### src/rtl/baud_pkg.sv
// Shared types and constants for the UART baud clock controller.
package baud_pkg;

  localparam int SYNC_FALLS = 5;
  localparam int SYNC_BITS  = 8;
  localparam int COUNT_W    = 16;

  typedef enum logic [2:0] {
    ST_IDLE      = 3'd0,
    ST_WAIT_HIGH = 3'd1,
    ST_WAIT_FALL = 3'd2,
    ST_MEASURE   = 3'd3,
    ST_APPLY     = 3'd4
  } state_e;

  function automatic logic is_busy(state_e s);
    return (s == ST_WAIT_HIGH) || (s == ST_WAIT_FALL) || (s == ST_MEASURE);
  endfunction

endpackage

### src/rtl/baud_measure.sv
// Autobaud measurement datapath: rx synchronizer, falling-edge detect, span,
// falls and timeout counters. Used only when BAUD_CTRL_AUTOBAUD_EN is defined.
module baud_measure
  import baud_pkg::*;
#(
  parameter int OVERSAMPLE = 16,
  parameter int SPAN_W     = 24
) (
  input  logic               clk_in,
  input  logic               reset_n,
  input  logic               rx,
  input  logic               start,
  input  state_e             state,
  output logic               rx_high,
  output logic               fall,
  output logic               done,
  output logic               err,
  output logic [COUNT_W-1:0] result
);

  localparam int L  = $clog2(OVERSAMPLE);
  localparam int SH = L + $clog2(SYNC_BITS) + 1;
  localparam int W  = SPAN_W + COUNT_W + 2;

  logic [2:0]        sync_q, sync_d;
  logic [SPAN_W-1:0] span_q, span_d;
  logic [SPAN_W-1:0] tmo_q, tmo_d;
  logic [2:0]        falls_q, falls_d;
  logic [W-1:0]      res_wide;
  logic              busy, timeout, fifth, res_ok;

  // sync_q[1] is the synchronized line, sync_q[2] its previous value
  assign sync_d  = {sync_q[1:0], rx};
  assign rx_high = sync_q[1];
  assign fall    = sync_q[2] & ~sync_q[1];

  assign busy    = is_busy(state);
  assign timeout = busy && (tmo_q == '1);
  assign fifth   = (state == ST_MEASURE) && fall && (falls_q == 3'(SYNC_FALLS - 1));

  // span_q + 1 includes the current cycle, so the span is exactly 8 bit times
  assign res_wide = (W'(span_q) + W'(1) + (W'(1) << (SH - 1))) >> SH;
  assign res_ok   = (res_wide != '0) && ((res_wide >> COUNT_W) == '0);
  assign result   = res_wide[COUNT_W-1:0];
  assign done     = fifth && res_ok && !timeout;
  assign err      = timeout || (fifth && !res_ok);

  always_comb begin
    tmo_d   = tmo_q;
    span_d  = span_q;
    falls_d = falls_q;
    if (start) begin
      tmo_d   = '0;
      span_d  = '0;
      falls_d = '0;
    end else begin
      if (busy && !timeout) tmo_d = tmo_q + 1'b1;
      if ((state == ST_WAIT_FALL) && fall) begin
        span_d  = '0;
        falls_d = 3'd1;
      end else if (state == ST_MEASURE) begin
        span_d = span_q + 1'b1;
        if (fall) falls_d = falls_q + 1'b1;
      end
    end
  end

  always_ff @(posedge clk_in or negedge reset_n) begin
    if (!reset_n) begin
      sync_q  <= 3'b111;
      span_q  <= '0;
      tmo_q   <= '0;
      falls_q <= '0;
    end else begin
      sync_q  <= sync_d;
      span_q  <= span_d;
      tmo_q   <= tmo_d;
      falls_q <= falls_d;
    end
  end

endmodule

### src/rtl/baud_ctrl.sv
// Baud divider controller: holds count, takes software writes, pulses the divider
// reset on every change. Autobaud path present when BAUD_CTRL_AUTOBAUD_EN is defined.
//
// state      | meaning
// IDLE       | ready for a cfg write or ab_start
// WAIT_HIGH  | autobaud: waiting for rx idle high
// WAIT_FALL  | autobaud: waiting for the start-bit falling edge
// MEASURE    | autobaud: timing the span up to the 5th falling edge
// APPLY      | one cycle: load count, hold divider in reset
module baud_ctrl
  import baud_pkg::*;
#(
  parameter int OVERSAMPLE    = 16,
  parameter int DEFAULT_COUNT = 27,
  parameter int SPAN_W        = 24
) (
  input  logic               clk_in,
  input  logic               reset_n,
  input  logic               cfg_valid,
  input  logic [COUNT_W-1:0] cfg_count,
  output logic               cfg_ready,
  input  logic               ab_start,
  input  logic               rx,
  output logic               ab_busy,
  output logic               ab_done,
  output logic               ab_err,
  output logic [COUNT_W-1:0] count,
  output logic               div_reset_n
);

  state_e             state_q, state_d;
  logic [COUNT_W-1:0] count_q, count_d;
  logic [COUNT_W-1:0] latch_q, latch_d;
  logic               cfg_ready_q, cfg_ready_d;
  logic               div_reset_n_q, div_reset_n_d;
  logic               ab_busy_q, ab_busy_d;
  logic               ab_done_q, ab_done_d;
  logic               ab_err_q, ab_err_d;

`ifdef BAUD_CTRL_AUTOBAUD_EN
  logic               from_ab_q, from_ab_d;
  logic               meas_start, meas_high, meas_fall, meas_done, meas_err;
  logic [COUNT_W-1:0] meas_result;

  baud_measure #(
    .OVERSAMPLE (OVERSAMPLE),
    .SPAN_W     (SPAN_W)
  ) u_measure (
    .clk_in  (clk_in),
    .reset_n (reset_n),
    .rx      (rx),
    .start   (meas_start),
    .state   (state_q),
    .rx_high (meas_high),
    .fall    (meas_fall),
    .done    (meas_done),
    .err     (meas_err),
    .result  (meas_result)
  );
`else
  logic [SPAN_W+OVERSAMPLE-1:0] ab_unused;
  assign ab_unused = {{(SPAN_W+OVERSAMPLE-1){1'b0}}, ab_start ^ rx};
`endif

  always_comb begin
    state_d   = state_q;
    latch_d   = latch_q;
    count_d   = count_q;
    ab_done_d = 1'b0;
    ab_err_d  = 1'b0;
`ifdef BAUD_CTRL_AUTOBAUD_EN
    from_ab_d  = from_ab_q;
    meas_start = 1'b0;
`endif
    case (state_q)
      ST_IDLE: begin
        if (cfg_valid && cfg_ready_q) begin
          latch_d = (cfg_count == '0) ? COUNT_W'(1) : cfg_count;
          state_d = ST_APPLY;
        end
`ifdef BAUD_CTRL_AUTOBAUD_EN
        // a pending cfg write always wins over ab_start
        else if (ab_start && !cfg_valid) begin
          meas_start = 1'b1;
          state_d    = ST_WAIT_HIGH;
        end
        from_ab_d = 1'b0;
`endif
      end
`ifdef BAUD_CTRL_AUTOBAUD_EN
      ST_WAIT_HIGH: begin
        if (meas_err) begin
          ab_err_d = 1'b1;
          state_d  = ST_IDLE;
        end else if (meas_high) begin
          state_d = ST_WAIT_FALL;
        end
      end
      ST_WAIT_FALL: begin
        if (meas_err) begin
          ab_err_d = 1'b1;
          state_d  = ST_IDLE;
        end else if (meas_fall) begin
          state_d = ST_MEASURE;
        end
      end
      ST_MEASURE: begin
        if (meas_err) begin
          ab_err_d = 1'b1;
          state_d  = ST_IDLE;
        end else if (meas_done) begin
          latch_d   = meas_result;
          from_ab_d = 1'b1;
          state_d   = ST_APPLY;
        end
      end
`endif
      ST_APPLY: begin
        count_d = latch_q;
        state_d = ST_IDLE;
`ifdef BAUD_CTRL_AUTOBAUD_EN
        ab_done_d = from_ab_q;
`endif
      end
      default: state_d = ST_IDLE;
    endcase

    // ready only after a full cycle back in IDLE, so APPLY is never overlapped
    cfg_ready_d   = (state_q == ST_IDLE) && (state_d == ST_IDLE);
    div_reset_n_d = (state_q != ST_APPLY);
    ab_busy_d     = is_busy(state_d);
  end

  always_ff @(posedge clk_in or negedge reset_n) begin
    if (!reset_n) begin
      state_q       <= ST_IDLE;
      count_q       <= COUNT_W'(DEFAULT_COUNT);
      latch_q       <= COUNT_W'(DEFAULT_COUNT);
      cfg_ready_q   <= 1'b0;
      div_reset_n_q <= 1'b0;
      ab_busy_q     <= 1'b0;
      ab_done_q     <= 1'b0;
      ab_err_q      <= 1'b0;
`ifdef BAUD_CTRL_AUTOBAUD_EN
      from_ab_q     <= 1'b0;
`endif
    end else begin
      state_q       <= state_d;
      count_q       <= count_d;
      latch_q       <= latch_d;
      cfg_ready_q   <= cfg_ready_d;
      div_reset_n_q <= div_reset_n_d;
      ab_busy_q     <= ab_busy_d;
      ab_done_q     <= ab_done_d;
      ab_err_q      <= ab_err_d;
`ifdef BAUD_CTRL_AUTOBAUD_EN
      from_ab_q     <= from_ab_d;
`endif
    end
  end

  assign count       = count_q;
  assign cfg_ready   = cfg_ready_q;
  assign div_reset_n = div_reset_n_q;
  assign ab_busy     = ab_busy_q;
  assign ab_done     = ab_done_q;
  assign ab_err      = ab_err_q;

endmodule

### config.mk
export PLATFORM = sky130hd
export DESIGN_NAME = baud_ctrl
export DESIGN_NICKNAME = d
export VERILOG_FILES = /design/src/rtl/baud_pkg.sv /design/src/rtl/baud_measure.sv /design/src/rtl/baud_ctrl.sv
export SDC_FILE = /design/constraint.sdc
export NUM_CORES = 1
export LEC_CHECK = 0
export ABC_AREA = 1
export CAP_MARGIN = 0
export CORE_ASPECT_RATIO = 0.5
export CORE_MARGIN = 3
export CORE_UTILIZATION = 47
export CTS_CLUSTER_DIAMETER = 80
export DETAILED_ROUTE_END_ITERATION = 8
export PLACE_DENSITY = 0.87
export SLEW_MARGIN = 10
export SYNTH_ARGS = -nofsm -noshare
export SYNTH_HDL_FRONTEND = slang
export SYNTH_SLANG_ARGS = --single-unit
### constraint.sdc
create_clock -name clk_in -period 1.25 [get_ports clk_in]
set_input_delay 0.25 -clock clk_in [delete_from_list [all_inputs] [get_ports clk_in]]
set_output_delay 0.25 -clock clk_in [all_outputs]
set_load 0.005 [all_outputs]
==> impl_metrics.env <==
export IMPL_die_x_um=87.7
export IMPL_viasPerCell=4.62
export IMPL_cts_htree_levels=2
export IMPL_wl_per_cell_um=12.1
export IMPL_setup_viol_count_final=0
export IMPL_cts_sinks=38
export IMPL_crit_slowest_cell="dfrtp_1"
export IMPL_rows=14
export IMPL_grt_pass1_wl_um=4760
export IMPL_clk_transition_reported_paths_ns=0.07
export IMPL_p_per_area_nw_per_um2=1430
export IMPL_finClkSkew_ns=0.00746
export IMPL_rsz0062_at_grt="no"
export IMPL_stdcell_count=247
export IMPL_ys_seq_elements=38
export IMPL_fin_crit_ns=1.18
export IMPL_initial_core_util=0.506
export IMPL_yosys_warnings=0
export IMPL_critPathKind="flop to output port"
export IMPL_antenna_found_initial=0
export IMPL_hold_class="input pin to async pin"
export IMPL_final_nets=227
export IMPL_synth_cell_types=20
export IMPL_n_antenna_cell=0
export IMPL_synth_top_cell_by_area="dfrtp_1"
export IMPL_fp_dieH_um=46.9
export IMPL_gp_congestion=0.720
export IMPL_synthToLayoutAreaGrowth_pct=32.4
export IMPL_synthTopCellsByArea="dfrtp_1, dfstp_2, nand2_1"
export IMPL_leakage_uw=0.00102
export IMPL_synth_seq_area_share=0.612
export IMPL_hold_viol=0
export IMPL_crit_path_max_fanout=2
export IMPL_grt_overflow_total=0
export IMPL_io_pin_count=42
export IMPL_vias=1140
export IMPL_path_buf_inv=1
export IMPL_fin_tns_setup_ns=0
export IMPL_crit_path_end_kind="output port"
export IMPL_start_kind="flop"
export IMPL_path_cells="dlygate4sd2_1"
export IMPL_drive_gt1_frac=0.232
export IMPL_status="finished clean"
export IMPL_post_place_ws_ns=-0.157
export IMPL_syn_area_sq_um=1570
export IMPL_drv_cap=0
export IMPL_root_buffer="clkbuf_8"
export IMPL_finalWorstSetupSlack_ns=0.0660
export IMPL_clkLatencyLatePin_ns=0.28
export IMPL_cts_inserted_buffers=5
export IMPL_coreArea_sq_um=3100
export IMPL_fin_util=0.671
export IMPL_drtIter0Drc=77
export IMPL_port_buffers=37
export IMPL_dp_cells=233
export IMPL_grt_max_degree=39
export IMPL_die_area_sq_um=4110
export IMPL_drv_slew=0
export IMPL_ir_drop_mv=0.553
export IMPL_cts_path_max_buffers=2
export IMPL_required_ns=1.00
export IMPL_max_freq_mhz=845
export IMPL_cp_arrival_ns=0.93
export IMPL_first_pass_iters=6
export IMPL_crit_family="flip-flops"
export IMPL_routed_wl_um=3000
export IMPL_synth_top_cell_area_share=0.478
export IMPL_cts_tree="yes"
export IMPL_synth_cells=153
export IMPL_avgSynthCellArea_sq_um=10.3
export IMPL_min_period_over_period=0.947
export IMPL_drc=0
export IMPL_dp_hpwl_um=2040
export IMPL_slowest_delay_ns=0.38
export IMPL_postRouteAntennaNets=0
export IMPL_grtUsageTotal=0.157
export IMPL_grt_pass1_vias=1057
-- Yosys cell counts --
cell type / instances
nor2_1: 11
nand2_2: 1
buf_4: 2
inv_1: 18
nor4_1: 1
buf_2: 2
a21oi_1: 1
nor2_4: 1
o21ai_1: 8
o21ai_0: 7
nand2_1: 41
o21ai_2: 14
nand3_1: 1
dfrtp_1: 30
buf_6: 2
inv_4: 1
dfstp_2: 8
buf_12: 2
conb_1: 1
nand3_4: 1
-- worst paths after layout --
path	start	to	slack, ns	cells past startpoint
min in group clk_in	latch_q[4]	latch_q[4]	0.48	2
hold reg to reg	latch_q[4]	latch_q[4]	0.48	2
setup reg to reg	state_q[0]	count[1]	0.13	4
setup / recovery	count[10]	count[10]	0.07	1
hold / removal	reset_n	count[7]	0.45	3
max in group asynchronous	reset_n	latch_q[4]	0.53	3
-- stage by stage --
stage	total power, uW	cell area, sq um	hold slack, ns
after detailed placement	2250	1990	0.231
after global routing	3150	2080	0.478
after floorplan	1900	1590	-0.0456
after CTS	3010	2080	0.455
after global placement	2210	1990	0.225
final	2970	2080	0.454
-- cell usage in the layout, fill, tap and decap left out --
cell type and count:
nand3_1 1, o21ai_1 8, nor2_4 1, a21oi_1 1, o21ai_0 7, buf_4 10
clkdlybuf4s50_1 17, clkbuf_8 5, clkbuf_1 3, buf_12 2, dfstp_2 8, nor2_1 11
o21ai_2 14, dlygate4sd2_1 15, nand3_4 1, nor4_1 1, inv_4 1, inv_1 18
nand2_1 41, conb_1 5, dfrtp_1 30, nand2_2 1, buf_2 5, dlygate4sd3_1 1
-- state kept, by name, summed over array words and instances (netlist names) --
register and flops:
count 16, div_reset_n 1, cfg_ready 1, state_q 3
ab_busy 1, latch_q 16
-- final cells by class --
| type | instances | area [sq um] |
|---|---|---|
| clock buffers | 8 | 80.1 |
| fillers | 227 | 1020 |
| inverters | 19 | 73.8 |
| multi-input cells | 92 | 463 |
| flip-flops and latches | 38 | 961 |
| well taps | 40 | 50.0 |
| repair buffers | 50 | 452 |
-- per-layer routing --
layer  up-vias  share of wire  GRT usage
li1        572              -          -
met1       545           0.44      0.188
met2        23           0.52      0.277
met3         0          0.041     0.0438
met4         0              0     0.0642
met5         -              0          0
-- power breakdown --
| group | leakage [uW] | internal [uW] | switching, uW | total, uW |
|---|---|---|---|---|
| Clock | 0.0000395 | 396 | 384 | 780 |
| Combinational | 0.000526 | 325 | 289 | 614 |
| Sequential | 0.000458 | 1500 | 84.2 | 1580 |
-- logic make-up (layout without fill, tap and decap cells) --
family	after synthesis	after routing	synth area share
and+or+nand+nor	57	57	0.154
DFF	38	38	0.612
AOI/OAI and AO/OA	30	30	0.129
buffers and inverters	27	77	0.103
other	1	5	0.00239
-- repair_timing --
action / 4_1_cts / 5_1_grt
resized for setup: 31 / 0
endpoints found under the setup margin: 19 / 0
hold buffers: 1 / 0
setup buffers: 5 / 0
endpoints found under the hold margin: 30 / 0
Power figures use the tool's default switching activity.
